**config.mk**
```make
export PLATFORM = sky130hd
export DESIGN_NAME = speed_estimator
export DESIGN_NICKNAME = d
export VERILOG_FILES = /design/src/rtl/speed_pkg.sv /design/src/rtl/period_tick.sv /design/src/rtl/speed_estimator.sv
export SDC_FILE = /design/constraint.sdc
export NUM_CORES = 1
export LEC_CHECK = 0
export BUFFER_PORTS_ARGS = -buffer_cell sky130_fd_sc_hd__clkbuf_2
export CORE_MARGIN = 10
export CORE_UTILIZATION = 59
export CTS_CLUSTER_SIZE = 30
export DETAILED_ROUTE_END_ITERATION = 10
export PLACE_DENSITY = 0.74
export SETUP_SLACK_MARGIN = 0.2
export SYNTH_ARGS = -nofsm -noshare
export SYNTH_HDL_FRONTEND = slang
export SYNTH_SLANG_ARGS = --single-unit
```
**constraint.sdc**
```tcl
create_clock -name clk -period 12.1 [get_ports clk]
set_clock_uncertainty 0.15 [all_clocks]
set_input_delay 1.21 -clock clk [delete_from_list [all_inputs] [get_ports clk]]
set_output_delay 1.21 -clock clk [all_outputs]
set_load 0.01 [all_outputs]
```
**src/rtl/speed_pkg.sv**
```systemverilog
// Shared types and default sizing for the speed estimator.
package speed_pkg;

   typedef enum logic [1:0] {
      INIT = 2'd0,
      FILL = 2'd1,
      RUN  = 2'd2
   } state_t;

   localparam int SPEED_W_DEF  = 16;
   localparam int AVG_LOG2_DEF = 2;
   localparam int COUNT_W      = 32;

endpackage

```
**src/rtl/period_tick.sv**
```systemverilog
// Sample-window timer: counts 0..PERIOD_CYCLES-1 and flags the last cycle.
module period_tick #(
   parameter int PERIOD_CYCLES = 500000
) (
   input  logic clk,
   input  logic reset,
   input  logic clr,
   output logic tick
);

   localparam int CNT_W = (PERIOD_CYCLES > 1) ? $clog2(PERIOD_CYCLES) : 1;
   localparam logic [CNT_W-1:0] LAST = CNT_W'(PERIOD_CYCLES - 1);

   logic [CNT_W-1:0] cnt_q;
   logic [CNT_W-1:0] cnt_d;

   assign tick = (cnt_q == LAST);

   // Next count: wrap after the last cycle, restart on clr.
   always_comb begin
      cnt_d = cnt_q + CNT_W'(1);
      if (tick) cnt_d = '0;
      if (clr)  cnt_d = '0;
   end

   // Counter register.
   always_ff @(posedge clk) begin
      if (reset) cnt_q <= '0;
      else       cnt_q <= cnt_d;
   end

endmodule

```
**src/rtl/speed_estimator.sv**
```systemverilog
// Encoder speed estimator: per-window position delta, saturated and averaged.
//
//   state | meaning
//   INIT  | waiting for the first tick to capture a reference position
//   FILL  | producing samples while the history still holds zero entries
//   RUN   | history full of real samples, primed asserted
module speed_estimator #(
   parameter int PERIOD_CYCLES = 500000,
   parameter int SPEED_W       = speed_pkg::SPEED_W_DEF,
   parameter int AVG_LOG2      = speed_pkg::AVG_LOG2_DEF
) (
   input  logic                      clk,
   input  logic                      reset,
   input  logic signed [31:0]        count,
   input  logic                      clr,
   output logic signed [SPEED_W-1:0] speed,
   output logic                      speed_valid,
   output logic                      sat,
   output logic                      primed
);
   import speed_pkg::*;

   localparam int DEPTH  = 1 << AVG_LOG2;
   localparam int SUM_W  = SPEED_W + AVG_LOG2;
   localparam int FILL_W = 4;
   localparam logic signed [31:0] SAT_MAX = 32'((64'sd1 <<< (SPEED_W - 1)) - 64'sd1);
   localparam logic signed [31:0] SAT_MIN = -SAT_MAX - 32'sd1;

   logic                      tick;
   state_t                    state_q, state_d;
   logic signed [31:0]        prev_q, prev_d;
   logic signed [SPEED_W-1:0] hist_q [DEPTH];
   logic signed [SPEED_W-1:0] hist_d [DEPTH];
   logic signed [SUM_W-1:0]   sum_q, sum_d;
   logic signed [SPEED_W-1:0] speed_q, speed_d;
   logic                      valid_q, valid_d;
   logic                      sat_q, sat_d;
   logic                      primed_q, primed_d;
   logic [FILL_W-1:0]         fill_q, fill_d;

   logic signed [31:0]        delta;
   logic signed [SPEED_W-1:0] delta_sat;
   logic                      sat_hit;
   logic signed [SUM_W-1:0]   sum_new;

   period_tick #(.PERIOD_CYCLES(PERIOD_CYCLES)) u_period_tick (
      .clk   (clk),
      .reset (reset),
      .clr   (clr),
      .tick  (tick)
   );

   // Window delta (modulo 2^32 so counter wrap gives the small true delta), clamped.
   always_comb begin
      delta     = count - prev_q;
      sat_hit   = 1'b0;
      delta_sat = delta[SPEED_W-1:0];
      if (delta > SAT_MAX) begin
         delta_sat = SAT_MAX[SPEED_W-1:0];
         sat_hit   = 1'b1;
      end else if (delta < SAT_MIN) begin
         delta_sat = SAT_MIN[SPEED_W-1:0];
         sat_hit   = 1'b1;
      end
      sum_new = sum_q + SUM_W'(delta_sat) - SUM_W'(hist_q[DEPTH-1]);
   end

   // Next-state and datapath update; clr wins over tick.
   always_comb begin
      state_d  = state_q;
      prev_d   = prev_q;
      hist_d   = hist_q;
      sum_d    = sum_q;
      speed_d  = speed_q;
      valid_d  = 1'b0;
      sat_d    = sat_q;
      primed_d = primed_q;
      fill_d   = fill_q;
      if (clr) begin
         state_d  = INIT;
         prev_d   = '0;
         hist_d   = '{default: '0};
         sum_d    = '0;
         speed_d  = '0;
         sat_d    = 1'b0;
         primed_d = 1'b0;
         fill_d   = '0;
      end else if (tick) begin
         case (state_q)
            INIT: begin
               prev_d  = count;
               fill_d  = '0;
               state_d = FILL;
            end
            FILL, RUN: begin
               prev_d = count;
               for (int i = DEPTH - 1; i > 0; i--) hist_d[i] = hist_q[i-1];
               hist_d[0] = delta_sat;
               sum_d     = sum_new;
               // Taking the upper SPEED_W bits is the floor-toward-minus-infinity divide.
               speed_d   = sum_new[AVG_LOG2 +: SPEED_W];
               valid_d   = 1'b1;
               if (sat_hit) sat_d = 1'b1;
               if (state_q == FILL) begin
                  if (fill_q == FILL_W'(DEPTH - 1)) begin
                     primed_d = 1'b1;
                     state_d  = RUN;
                  end else begin
                     fill_d = fill_q + FILL_W'(1);
                  end
               end
            end
            default: state_d = INIT;
         endcase
      end
   end

   // State and datapath registers.
   always_ff @(posedge clk) begin
      if (reset) begin
         state_q  <= INIT;
         prev_q   <= '0;
         hist_q   <= '{default: '0};
         sum_q    <= '0;
         speed_q  <= '0;
         valid_q  <= 1'b0;
         sat_q    <= 1'b0;
         primed_q <= 1'b0;
         fill_q   <= '0;
      end else begin
         state_q  <= state_d;
         prev_q   <= prev_d;
         hist_q   <= hist_d;
         sum_q    <= sum_d;
         speed_q  <= speed_d;
         valid_q  <= valid_d;
         sat_q    <= sat_d;
         primed_q <= primed_d;
         fill_q   <= fill_d;
      end
   end

   assign speed       = speed_q;
   assign speed_valid = valid_q;
   assign sat         = sat_q;
   assign primed      = primed_q;

endmodule

```
==> impl_metrics.toml, run 1 <==
[logic_synthesis]
synth_most_common_cell = "nand2_1"
seq_area_frac_synth_pct = 32.6
yosys-top-cells-area = "dfxtp_1 (33%), nand2_1 (10%), a21oi_1 (8.8%), ha_1 (8.0%), inv_1 (4.2%)"
syn_avg_cell_area_um2 = 7.72
synthDominantCellAreaShare_pct = 32.6
synth_ff_type = "dfxtp_1"
syn_area_mm2 = 0.00873
ys_ff_latch = 142
yosysWarnings = 0
synth_common_cells = "nand2_1 (234), a21oi_1 (153), dfxtp_1 (142)"
synth_enable_flop_cells = 0
synthDistinctLibCells = 71
syn_nets = 1240
synth_area_leader_cell = "dfxtp_1"
synthArstFlopShare_pct = 0
postSynthCellCount = 1131

[floorplanning]
rows = 44
die-area_mm2 = 0.0201
initial_utilization_pct = 60.0
die_y_um = 142
pin_count = 54
die_w_um = 142
coreArea_mm2 = 0.0145

[clocking]
clk_latency_ns = 0.43
clockRootBuffer = "clkbuf_16"
post-cts-setup-buffers = 0
clkSinkCount = 142
ctsHoldBuffers = 0
cts_resized = 0
htree_levels = 4
clockBufferDepth = 2
cts_buffers = 17
path_clk_slew_ns = 0.06
cts_tree = "done"

[finish]
drive_gt1_share_pct = 11.0
finalNetCount = 1253
synthToLayoutAreaGrowth_pct = 9.59
final_util_pct = 65.8
fin_cells = 1341
antennaDiodeCount = 0
fillers = 1284

[setup_path]
rr_startpoint = "prev_q[0]$_SDFFE_PP0P_"
critical_path.startpoint = "count[0]"
crit_fanout = 16
cp.arrival_ns = 8.05
max_stage_delay_ns = 0.56
critPathLaunchType = "input pin"
crit_end = "sum_q[17]$_SDFFE_PP0P_"
reg2reg_depth = 27
cp.required_ns = 12.31
cp-end-kind = "register"
crit_type = "in2reg"
rr_endpoint = "sum_q[17]$_SDFFE_PP0P_"
r2r_slack_ns = 4.86
crit_slowest_cell = "fa_1"

[route]
drtPass1Iterations = 6
vias = 7468
drcViolationCount = 0
drt_wl_total_mm = 20.0
wire_per_inst_um = 14.9
vias_per_cell = 5.57
drt-initial-drc-count = 526
postRouteAntennaNets = 0

[power_and_ir_drop]
ir_drop_mv = 0.113
powerDensity_mw_per_mm2 = 131
leakagePower_uw = 0.00355

[sta]
finalHoldViolCount = 0
worstMarginPinSlew_ns = 1.14
post-route-period-util_pct = 64.8
relSlewSlack_pct = 23.4
slew_violations = 0
timing.fmax_mhz = 128
rsz0062_at_grt = "no"
setup_viol = 0
fin_tns_setup_ns = 0
min_period_ns = 7.84

[grt]
grt_max_degree = 72
grt_pass1_wl_mm = 34.1
grt_use_total_pct = 20.3
grt_overflow = 0
antenna_found_initial = 0
grt_pass1_vias = 7069

[hold_path]
hold_path_class = "reg2reg"
hold_start = "prev_q[10]$_SDFFE_PP0P_"

[placement]
dp_hpwl_mm = 14.2
port_buffers = 53
globalplace.congestion = 0.893
dp_cells = 1309

[run_status]
outcome = "finished, final reports clean"

[flow_run]
drv_cap = 0
==> registers in the layout, summed over array words and instances (netlist names) <==
name and cells:
hist_q 64, prev_q 32, u_period_tick.cnt_q 19, sum_q 18, fill_q 4, state_q 2
primed 1, sat 1, speed_valid 1
==> critical path: cells and delay by family <==
kind	cells	cell delay, ns
and+or+nand+nor	8	2.22
adders and majority gates	4	1.46
AOI/OAI and AO/OA	12	2.65
buffers and inverters	3	0.19
xor gates and xnor gates	2	0.32
==> per-stage QoR <==
stage | area (um^2) | setup slack, ns | hold WS [ns] | total power, uW
final | 9560 | 4.26 | 0.300 | 1250
after global routing | 9560 | 3.66 | 0.318 | 1300
after CTS | 9560 | 4.40 | 0.302 | 1260
after detailed placement | 8940 | 3.98 | 0.293 | 701
after global placement | 8940 | 4.14 | 0.289 | 700
after floorplan | 8730 | 5.01 | 0.276 | 653
==> metal layers <==
metal / global-route usage [%] / share of wire (%) / vias up
met5: 0 / 0 / -
met4: 6.67 / 1.5 / 0
met3: 3.84 / 4.9 / 20
met2: 31.9 / 46 / 152
met1: 27.5 / 48 / 3480
li1: - / - / 3816
==> how the worst min path moves through the flow <==
stage	to	slack [ns]	cells past startpoint
floorplan	u_period_tick.cnt_q[0]$_SDFF_PP0_	0.28	1
global placement	prev_q[17]$_SDFFE_PP0P_	0.29	2
detailed placement	hist_q[21]$_SDFFE_PP0P_	0.29	2
CTS	hist_q[21]$_SDFFE_PP0P_	0.30	2
global route	hist_q[18]$_SDFFE_PP0P_	0.32	2
finish	prev_q[10]$_SDFFE_PP0P_	0.30	2
==> where the power goes <==
group	switching, uW	internal, uW	total, uW	leakage [uW]
combinational	136	92.9	228	0.00211
clock	220	334	554	0.000294
sequential	0.282	468	468	0.00114
==> kinds of logic (layout without fill, tap and decap cells) <==
family                   after synthesis  in the layout  share of synthesized area, %
adder cells (fa/ha/maj)               74             74                          12.2
buffers and inverters                161            187                          7.94
AO/OA/AOI/OAI                        285            285                          20.3
flip-flops                           142            142                          32.6
multiplexers                           4              4                         0.459
XOR/XNOR                              51             51                          5.36
AND/OR/NAND/NOR                      414            414                          21.2
==> final cells by class <==
type | instances | area (um^2) | share of cell area, %
timing repair buffer | 58 | 303 | 3.17
clock buffer | 18 | 439 | 4.59
multi-input combinational | 828 | 5200 | 54.4
clock inverter | 14 | 181 | 1.90
sequential | 142 | 2840 | 29.7
tap | 184 | 230 | 2.41
inverter | 97 | 364 | 3.81
==> placed cells by master, fill, tap and decap left out, types with 7 or more instances in the layout <==
| master | synthesis | routed |
|---|---|---|
| nand2b_1 | 11 | 11 |
| and3_1 | 9 | 9 |
| nand2_1 | 234 | 233 |
| dfxtp_1 | 142 | 142 |
| or3_1 | 12 | 12 |
| nand3_1 | 19 | 19 |
| clkbuf_2 | 0 | 53 |
| a21o_1 | 10 | 10 |
| nor3_1 | 19 | 19 |
| fa_1 | 18 | 18 |
| xor2_1 | 20 | 20 |
| clkbuf_16 | 0 | 17 |
| a21oi_1 | 153 | 153 |
| a21oi_2 | 11 | 11 |
| inv_1 | 97 | 97 |
| xnor2_1 | 29 | 29 |
| o21a_1 | 9 | 9 |
| o211ai_1 | 7 | 7 |
| nor2_1 | 68 | 68 |
| o21ai_0 | 42 | 42 |
| ha_1 | 56 | 56 |
Power figures use the tool's default switching activity.
==> run 2, diff against run 1 <==
- CORE_UTILIZATION: 59 -> 56
- PLACE_DENSITY: 0.74 -> 0.73
- clock period: 12.1 -> 6.9 ns (I/O delays scaled with it)
==> impl_metrics.toml, run 2 (synthesized netlist as in run 1, its figures left out) <==
[route]
postRouteAntennaNets = 0
wire_per_inst_um = 14.5
drcViolationCount = 0
drt-initial-drc-count = 612
vias = 7436
vias_per_cell = 5.37
drtPass1Iterations = 4
drt_wl_total_mm = 20.0

[sta]
setup_slack_ns = 0.579
finalHoldViolCount = 0
slew_violations = 0
timing.fmax_mhz = 158
fin_tns_setup_ns = 0
post-route-period-util_pct = 91.6
relSlewSlack_pct = 24.4
worstMarginPinSlew_ns = 1.13
rsz0062_at_grt = "no"
hold_ws_ns = 0.299
setup_viol = 0
min_period_ns = 6.32

[setup_path]
crit_type = "in2reg"
crit_fanout = 6
rr_startpoint = "prev_q[15]$_SDFFE_PP0P_"
cp-end-kind = "register"
cp.required_ns = 7.09
rr_endpoint = "sum_q[16]$_SDFFE_PP0P_"
r2r_slack_ns = 0.62
reg2reg_depth = 27
cp.arrival_ns = 6.51
critPathLaunchType = "input pin"

[placement]
placed_area_mm2 = 0.00910
dp_hpwl_mm = 14.4
pre_cts_slack_ns = -0.0340
globalplace.congestion = 0.946
port_buffers = 53

[finish]
finalInstanceArea_mm2 = 0.00977
final_cell_mix = "nand2_1 (232), a21oi_1 (151), dfxtp_1 (142)"
drive_gt1_share_pct = 13.0
antennaDiodeCount = 0
finalNetCount = 1269
largest_reg_flops = 64
regMostFlops = "hist_q"
final_common_cell = "nand2_1"
largestRegisters = "hist_q: 64 flops, prev_q: 32 flops, u_period_tick.cnt_q: 19 flops"
synthToLayoutAreaGrowth_pct = 12.0

[run_status]
outcome = "finished, final reports clean"

[clocking]
path_clk_slew_ns = 0.06
clockRootBuffer = "clkbuf_16"
clockBufferDepth = 2
cts_buffers = 17
htree_levels = 4
cts_tree = "done"
clk_latency_ns = 0.42
clkSinkCount = 142

[floorplanning]
coreArea_mm2 = 0.0153
initial_utilization_pct = 57.2
die-area_mm2 = 0.0210
pin_count = 54
rows = 45
die_y_um = 145
die_w_um = 145

[power_and_ir_drop]
leakagePower_uw = 0.00364
ir_drop_mv = 0.213
powerDensity_mw_per_mm2 = 224

[grt]
grt_pass1_vias = 7088
grtUsageMet2_pct = 32.1
grt_pass1_wl_mm = 34.2
grt_busiest_layer = "met2"
grt_use_total_pct = 19.8
use_met3_pct = 3.68
grt_overflow = 0
grt_max_degree = 79
antenna_found_initial = 0
grtUsageMet1_pct = 26.4

[hold_path]
hold_end = "prev_q[9]$_SDFFE_PP0P_"
hold_path_depth = 2
hold_start = "prev_q[9]$_SDFFE_PP0P_"
hold_path_class = "reg2reg"

[flow_run]
drv_cap = 0
-- run 2: cell count changes in the layout (fill, tap and decap cells not counted), sizes merged --
cell,previous run,this run
inv,101,98
clkinvlp,4,1
buf,5,21
clkinv,3,4
clkbuf,71,76
-- run 2: timing repair --
| action | in CTS | in global routing |
|---|---|---|
| setup buffers | 0 | 1 |
| hold buffers | 0 | 0 |
| gates resized for setup | 0 | 21 |
| setup endpoints to repair | 0 | 3 |
-- run 2: routing by layer --
metal,routed length (um),vias up
met5,0,-
met2,9350,127
met3,827,18
li1,-,3853
met4,207,0
met1,9640,3438
-- run 2: cell type report --
| cell class | count | area (um^2) |
|---|---|---|
| Clock buffer | 23 | 468 |
| Fill cell | 1355 | 5490 |
| Multi-Input combinational cell | 828 | 5260 |
| Inverter | 97 | 364 |
| Sequential cell | 142 | 2840 |
| Timing Repair Buffer | 74 | 439 |
| Clock inverter | 9 | 134 |
| Tap cell | 211 | 264 |
-- run 2: how the worst max path moves through the flow --
stage / end / slack [ns] / depth (start not counted) / from
3_5_place_dp: sum_q[16]$_SDFFE_PP0P_ / -0.03 / 29 / count[0]
5_1_grt: sum_q[16]$_SDFFE_PP0P_ / 0.15 / 29 / count[0]
3_3_place_gp: sum_q[17]$_SDFFE_PP0P_ / 0.09 / 29 / count[0]
2_1_floorplan: sum_q[17]$_SDFFE_PP0P_ / 0.33 / 30 / count[0]
4_1_cts: sum_q[16]$_SDFFE_PP0P_ / 0.35 / 29 / count[0]
6_report: sum_q[16]$_SDFFE_PP0P_ / 0.58 / 26 / count[4]
-- run 2: critical path, cell delays in order --
cell and delay (ns):
clkbuf_2 0.12, ha_1 0.37, a21oi_1 0.31, a31oi_2 0.18, o21ai_1 0.36, a21oi_1 0.17
o41ai_2 0.41, o21bai_1 0.13, xnor2_1 0.30, and4b_1 0.31, or2_4 0.19, a21oi_1 0.09
fa_1 0.49, inv_1 0.04, ha_1 0.35, nor2b_1 0.16, o21ai_0 0.21, a21boi_1 0.13
o211ai_1 0.25, a21boi_1 0.15, o31ai_2 0.35, o21ai_1 0.15, a31oi_1 0.21, xnor2_1 0.14
nand2_1 0.08, a21oi_1 0.18
-- run 2: stage by stage --
step           instances  total power [uW]  utilization (%)
3_5_place_dp        1351              1240             59.7
4_1_cts             1383              2190             63.6
6_report            1384              2190             64.0
2_1_floorplan       1131              1150                -
5_1_grt             1384              2290             64.0
3_3_place_gp        1351              1240             59.7
-- run 2: report_power, final --
group	total [uW]	switching, uW	internal [uW]	leakage (uW)
Sequential	821	0.503	821	0.00114
Clock	939	350	589	0.000292
Combinational	432	249	183	0.00220
Total	2190	600	1590	0.00364
==> run 3, diff against run 2 <==
- ABC_AREA: unset -> 1
==> impl_metrics.toml, run 3 <==
[run_status]
outcome = "finished, final reports clean"

[clocking]
cts_tree = "done"
ctsHoldBuffers = 0
cts_resized = 0
clk_latency_ns = 0.43
post-cts-setup-buffers = 0
clockBufferDepth = 2
htree_levels = 4
clockRootBuffer = "clkbuf_16"
cts_buffers = 17
clkSinkCount = 142
path_clk_slew_ns = 0.07

[setup_path]
cp-end-kind = "register"
cp.arrival_ns = 5.57
crit_type = "in2reg"
crit_slowest_cell = "fa_1"
critPathLaunchType = "input pin"
reg2reg_depth = 29
max_stage_delay_ns = 0.47
cp.required_ns = 7.06
crit_fanout = 17

[finish]
regArea_mm2 = 0.00284
synthToLayoutAreaGrowth_pct = 9.27
largestRegisters = "hist_q: 64 flops, prev_q: 32 flops, u_period_tick.cnt_q: 19 flops"
largest_reg_flops = 64
drive_gt1_share_pct = 7.57
final_cell_mix = "nand2_1 (348), inv_1 (296), nor2_1 (199)"
regMostFlops = "hist_q"
final_common_cell = "nand2_1"
fillers = 1552
multi_input_area_mm2 = 0.00537
finalInstanceArea_mm2 = 0.0105
final_util_pct = 63.1
antennaDiodeCount = 0
finalNetCount = 1616

[floorplanning]
pin_count = 54
coreArea_mm2 = 0.0167
die_y_um = 151
initial_utilization_pct = 57.7
die-area_mm2 = 0.0229
rows = 47
die_w_um = 151

[sta]
post-route-period-util_pct = 78.3
setup_viol = 0
worstMarginPinSlew_ns = 1.10
timing.fmax_mhz = 185
relSlewSlack_pct = 26.4
fin_tns_setup_ns = 0
finalHoldViolCount = 0
min_period_ns = 5.41
rsz0062_at_grt = "no"
slew_violations = 0

[logic_synthesis]
syn_nets = 1593
ys_ff_latch = 142
synthDominantCellAreaShare_pct = 29.5
yosys-top-cells-area = "dfxtp_1 (29%), nand2_1 (14%), inv_1 (12%), nor2_1 (7.8%), ha_1 (7.3%)"
seq_area_frac_synth_pct = 29.5
synth_enable_flop_cells = 0
synth_area_leader_cell = "dfxtp_1"
syn_area_mm2 = 0.00964
synthDistinctLibCells = 46
synth_most_common_cell = "nand2_1"
yosysWarnings = 0
synth_common_cells = "nand2_1 (349), inv_1 (296), nor2_1 (201)"
synthArstFlopShare_pct = 0
syn_avg_cell_area_um2 = 6.49
synth_ff_type = "dfxtp_1"
postSynthCellCount = 1484

[route]
vias = 8826
drt-initial-drc-count = 645
drt_wl_total_mm = 23.5
vias_per_cell = 5.07
drtPass1Iterations = 5
postRouteAntennaNets = 0
wire_per_inst_um = 13.5
drcViolationCount = 0

[grt]
antenna_found_initial = 0
grt_pass1_vias = 8056
grt_max_degree = 63
grt_use_total_pct = 21.0
grt_overflow = 0
grt_pass1_wl_mm = 39.1

[flow_run]
drv_cap = 0

[power_and_ir_drop]
ir_drop_mv = 0.194
leakagePower_uw = 0.00525
powerDensity_mw_per_mm2 = 211
finalPower_uw = 2220

[placement]
dp_hpwl_mm = 17.7
port_buffers = 53
placed_area_mm2 = 0.00994
globalplace.congestion = 0.972

[hold_path]
hold_path_depth = 2
hold_path_class = "reg2reg"
-- run 3: routing by layer --
metal	track usage [%]	vias up	part of all wire, %	wire (um)
met4	6.16	0	1.6	387
met1	29.0	3917	48	11300
li1	-	4648	-	-
met5	0	-	0	0
met3	3.64	31	6.0	1420
met2	32.8	230	44	10400
-- run 3: worst paths after layout --
path / start / to / slack, ns
setup / recovery: count[0] / sum_q[16]$_SDFFE_PP0P_ / 1.49
hold / removal: hist_q[18]$_SDFFE_PP0P_ / hist_q[18]$_SDFFE_PP0P_ / 0.31
setup reg to reg: prev_q[10]$_SDFFE_PP0P_ / sum_q[16]$_SDFFE_PP0P_ / 1.55
hold reg to reg: hist_q[18]$_SDFFE_PP0P_ / hist_q[18]$_SDFFE_PP0P_ / 0.31
-- run 3: cells by family (layout without fill, tap and decap cells) --
family / Yosys count / after routing / share of synthesized area, %
AND/OR/NAND/NOR: 676 / 676 / 29.0
flip-flops: 142 / 142 / 29.5
XOR/XNOR: 33 / 33 / 3.08
buffers and inverters: 358 / 394 / 14.9
adder cells (fa/ha/maj): 74 / 74 / 11.0
AO/OA/AOI/OAI: 201 / 201 / 12.5
-- run 3: area by class of cell --
| type | instances | share of cell area (%) |
|---|---|---|
| Multi-Input combinational cell | 984 | 51.0 |
| Sequential cell | 142 | 27.0 |
| Inverter | 303 | 10.8 |
| Clock buffer | 17 | 4.04 |
| Timing Repair Buffer | 59 | 2.95 |
| Tap cell | 220 | 2.61 |
| Clock inverter | 15 | 1.60 |
-- run 3: through the flow --
| stage | hold slack, ns | worst slack, ns | instances |
|---|---|---|---|
| 6_report | 0.306 | 1.49 | 1740 |
| 5_1_grt | 0.320 | 0.811 | 1740 |
| 4_1_cts | 0.306 | 1.53 | 1740 |
| 3_5_place_dp | 0.296 | 1.17 | 1708 |
| 3_3_place_gp | 0.288 | 1.24 | 1708 |
| 2_1_floorplan | 0.280 | 1.81 | 1484 |
-- run 3: where the power goes --
part	internal (uW)	total (uW)	switching, uW
registers	820	820	0.508
logic	166	476	309
clock network	487	921	435
total	1470	2220	745
-- run 3: critical path, delay by kind of cell --
| kind | cells | cell delay (ns) |
|---|---|---|
| and+or+nand+nor | 17 | 1.70 |
| adders and majority gates | 4 | 1.55 |
| AOI/OAI and AO/OA | 5 | 1.32 |
| buffers and inverters | 4 | 0.29 |
